**src/rtl/encode_164.sv**
```systemverilog
// Sequential 16-to-4 encoder: accepts a multi-hot vector, then emits one index per set bit.
// Optional build macro ENCODE_164_MSB_FIRST_EN selects highest-bit-first emission order.
module encode_164 (
    input  logic        clk,
    input  logic        rst_n,
    input  logic        in_valid,
    output logic        in_ready,
    input  logic [15:0] in_vec,
    output logic        out_valid,
    input  logic        out_ready,
    output logic [3:0]  out_idx,
    output logic        out_last,
    output logic        zero_err,
    output logic        busy
);

    localparam logic [0:0] ST_IDLE = 1'b0;
    localparam logic [0:0] ST_SCAN = 1'b1;

    logic [0:0]  state, state_n;
    logic [15:0] pending, pending_n;
    logic [3:0]  idx_n;
    logic        last_n;
    logic        zero_n;
    logic        accept;
    logic        emit;

    // Position of the set bit that is emitted next from v.
    function automatic logic [3:0] pick(input logic [15:0] v);
        logic [3:0] r;
        r = 4'h0;
`ifdef ENCODE_164_MSB_FIRST_EN
        for (int i = 0; i < 16; i++)
            if (v[i]) r = i[3:0];
`else
        for (int i = 15; i >= 0; i--)
            if (v[i]) r = i[3:0];
`endif
        return r;
    endfunction

    function automatic logic single(input logic [15:0] v);
        return (v != 16'h0000) && ((v & (v - 16'd1)) == 16'h0000);
    endfunction

    assign in_ready = (state == ST_IDLE);
    assign accept   = in_valid && in_ready;
    assign emit     = out_valid && out_ready;

    // NOTE: every always_comb output gets a default first so no path infers a latch.
    always_comb begin
        state_n   = state;
        pending_n = pending;
        idx_n     = out_idx;
        last_n    = out_last;
        zero_n    = 1'b0;
        case (state)
            ST_IDLE: begin
                if (accept) begin
                    if (in_vec == 16'h0000) begin
                        zero_n = 1'b1;
                    end else begin
                        pending_n = in_vec;
                        state_n   = ST_SCAN;
                        idx_n     = pick(in_vec);
                        last_n    = single(in_vec);
                    end
                end
            end
            ST_SCAN: begin
                if (emit) begin
                    pending_n = pending & ~(16'h0001 << out_idx);
                    if (pending_n == 16'h0000) begin
                        state_n = ST_IDLE;
                        idx_n   = 4'h0;
                        last_n  = 1'b0;
                    end else begin
                        idx_n  = pick(pending_n);
                        last_n = single(pending_n);
                    end
                end
            end
            default: state_n = ST_IDLE;
        endcase
    end

    // NOTE: sequential state uses non-blocking assignments so all registers update together.
    always_ff @(posedge clk or negedge rst_n) begin
        if (!rst_n) begin
            state     <= ST_IDLE;
            pending   <= 16'h0000;
            out_idx   <= 4'h0;
            out_last  <= 1'b0;
            out_valid <= 1'b0;
            zero_err  <= 1'b0;
            busy      <= 1'b0;
        end else begin
            state     <= state_n;
            pending   <= pending_n;
            out_idx   <= idx_n;
            out_last  <= last_n;
            out_valid <= (state_n == ST_SCAN);
            zero_err  <= zero_n;
            busy      <= (state_n == ST_SCAN);
        end
    end

endmodule

```
**config.mk**
```make
export PLATFORM = sky130hd
export DESIGN_NAME = encode_164
export DESIGN_NICKNAME = d
export VERILOG_FILES = /design/src/rtl/encode_164.sv
export SDC_FILE = /design/constraint.sdc
export NUM_CORES = 1
export LEC_CHECK = 0
export BUFFER_PORTS_ARGS = -buffer_cell sky130_fd_sc_hd__buf_2
export CORE_MARGIN = 1.5
export CORE_UTILIZATION = 45
export DETAILED_ROUTE_END_ITERATION = 8
export PLACE_DENSITY = 0.67
export SETUP_SLACK_MARGIN = 0.15
export SYNTH_ARGS = -nofsm -noshare
export SYNTH_HDL_FRONTEND = slang
export SYNTH_SLANG_ARGS = --single-unit
```
**constraint.sdc**
```tcl
create_clock -name clk -period 2.2 [get_ports clk]
set_input_delay 0 -clock clk [delete_from_list [all_inputs] [get_ports clk]]
set_output_delay 0 -clock clk [all_outputs]
set_load 0.02 [all_outputs]
```
==> results_dict.tcl <==
set metrics [dict create \
    status "finished clean" \
    cp_num_buf_inv 3 \
    grt_max_degree 24 \
    fin_nets 367 \
    power_mw 4.34 \
    fin_setup_tns_ps 0 \
    syn_inst 283 \
    grt_first_pass_wirelength_mm 12.3 \
    drc_errors 0 \
    wl_per_cell_um 18.7 \
    overflow 0 \
    die_w_um 73.2 \
    synth-warning-count 0 \
    hold_ws_ps 17.8 \
    path_clk_slew_ps 90 \
    power.density_nw_per_um2 1500 \
    ys_types 68 \
    cts_max_path_buffers 2 \
    critPathLaunch "out_idx[0]" \
    rsz0062_at_grt "yes" \
    core_area_um2 4720 \
    antenna_found_initial 0 \
    synth-seq-cells 23 \
    async_flop_share_pct 100 \
    cap_violations 0 \
    numCtsBuffers 3 \
    max_freq_mhz 461 \
    ant_nets 0 \
    leakagePower_nw 1.23 \
    htreeDepth 1 \
    synth_area_um2 2220 \
    numPortBuffers 28 \
    min_from "in_valid" \
    synthFlopType "dfrtp_1" \
    required_ps 2370 \
    final_core_util_pct 61.2 \
    fin_crit_ps 2170 \
    start_util_pct 47.0 \
    hold_violations 0 \
    avgSynthCellArea_um2 7.84 \
    slew_viol_final 0 \
    startpoint_type "register" \
    ff_latch_area_um2 581 \
    place_hpwl_mm 5.50 \
    max_stage_delay_ps 490 \
    cp.arrival_ps 2340 \
    multi_input_area_um2 1620 \
    setup.worst_path.class "register to register" \
    netlist.area_leader.share_pct 25.9 \
    cts_tree "yes" \
    cp_cell_sequence "buf_4, buf_4, mux2_4, o22ai_4, nand2_1, buf_4, o22ai_1, nand2_1, o41ai_2" \
    ir_drop_uv 595 \
    layout-drive-gt1-share_pct 32.9 \
    worstSkewPairLatency_ps 270 \
    fill_cells 404 \
    antennaDiodeCount 0 \
    synth_nets 303 \
    postLayoutCellArea_um2 2890 \
    routed_wl_mm 7.72 \
    crit_slowest_cell "dfrtp_2" \
    cts_sinks 23 \
    synth_top_cell_by_area "dfrtp_1" \
    root_buffer "clkbuf_8" \
    cp_top_family "compound AO/OA/AOI/OAI gates" \
    drtIter0Drc 353 \
    end_kind "register" \
    min_path_type "input pin to register" \
    timing.final.ws_setup_ps 30.4 \
    viasPerCell 6.51 \
    grtUsageTotal_pct 30.0 \
    finalSetupViolCount 0 \
    dp.cells 397 \
    ys_seq_area_share_pct 25.9 \
    r2r-start "out_idx[0]" \
    final_cells 413 \
    place_area_um2 2660 \
    finClkSkew_ps 7.56 \
    ys_top_cells_by_area "dfrtp_1 (26%), nand2_1 (5.1%), a21oi_1 (5.0%), o21ai_0 (5.0%), a22o_1 (3.6%)" \
    place_worst_setup_slack_ps 18.0 \
    num_rows 25 \
    drt_pre_antenna_iters 7 \
    synth_edf_count 0 \
    fin_crit_sh_pct 98.6 \
    worst_slew_pin_slew_ps 549 \
    die_y_um 73.2 \
    gp_congestion 0.960 \
    cpMostUsedCell "buf_4" \
    dieArea_um2 5360 \
    num_vias 2688 \
    areaGrowthSynthToFinish_pct 30.2 \
    grt_pass1_vias 2367 \
    critPathMaxFanout 7 \
    boundaryPins 29 \
    slew_headroom_pct 63.4 \
]
[report_power, final]
part / internal, mW / switching, mW
Clock: 0.127 / 0.149
Combinational: 1.48 / 1.67
Sequential: 0.610 / 0.305
Total: 2.21 / 2.13
[path summary, 6_finish.rpt]
| path | to | slack (ps) | depth (start not counted) |
|---|---|---|---|
| max | out_last | 30 | 9 |
| min | zero_err | 20 | 2 |
| max reg2reg | out_last | 30 | 9 |
| min reg2reg | out_last | 540 | 2 |
| max in group asynchronous | out_idx[2] | 1560 | 2 |
| min in group asynchronous | state | 240 | 2 |
[logic make-up after synthesis]
family	Yosys count	share of synthesized area, %
flops	23	25.9
buf+inv	27	5.75
simple gates	111	28.7
mux	9	4.51
fa+ha+maj	1	0.451
compound gates	112	34.6
[cell usage after synthesis, drive strengths merged (2+ instances only)]
library cell,n
or2,4
buf,10
or3b,3
and3,3
o21ai,27
and2,2
a22oi,3
mux2,5
mux2i,4
o21bai,3
nand4,4
o31ai,3
a2bb2oi,2
and4b,2
a21o,2
a21oi,22
o32a,2
or4,2
a22o,9
o2bb2ai,2
nand3,7
o21a,3
nor4,6
nor3,12
o2111ai,2
o22ai,6
o32ai,3
a31oi,4
or3,5
clkbuf,9
o211ai,5
nor2,19
nand2,30
nand2b,6
inv,8
dfrtp,23
[cell usage in the layout (no fill, tap or decap), types with 8 or more instances in the layout]
| master | count |
|---|---|
| dfrtp_1 | 19 |
| a22o_1 | 9 |
| buf_4 | 47 |
| nand2_1 | 30 |
| inv_1 | 8 |
| nor2_1 | 19 |
| a21oi_1 | 22 |
| nor3_1 | 12 |
| buf_2 | 28 |
| o21ai_0 | 19 |
[registers in the layout, indices dropped and copies added (netlist names)]
name and cells:
out_last 1, pending 16, out_idx 4, zero_err 1
state 1
[what timing repair did]
action / in CTS / in global routing
endpoints found under the setup margin: 4 / 6
hold buffers: 1 / 0
pin swaps: 5 / 6
endpoints found under the hold margin: 23 / 0
setup buffers: 9 / 2
resized for setup: 13 / 13
[per-layer routing]
metal  vias to the layer above  track usage (%)  share of wire [%]
met3                        16             3.18                9.2
met1                      1276             44.5                 43
met4                         0             8.81                1.4
li1                       1218                -                  -
met2                       178             45.7                 46
met5                         -                0                  0
[final cells by class]
type                            instances  area share (%)
Clock buffer                            3            1.43
Inverter                                8            1.04
Tap cell                               67            2.90
Multi-Input combinational cell        233            56.2
Clock inverter                          1           0.173
Sequential cell                        23            20.1
Timing Repair Buffer                   78            18.2
[worst register-to-register path: cells and delay by family, from the launching register on]
| family | cells | cell delay [ps] |
|---|---|---|
| compound gates | 3 | 580 |
| simple gates | 2 | 230 |
| mux | 1 | 300 |
| flops | 1 | 490 |
| buf+inv | 3 | 450 |
Power figures use the tool's default switching activity.
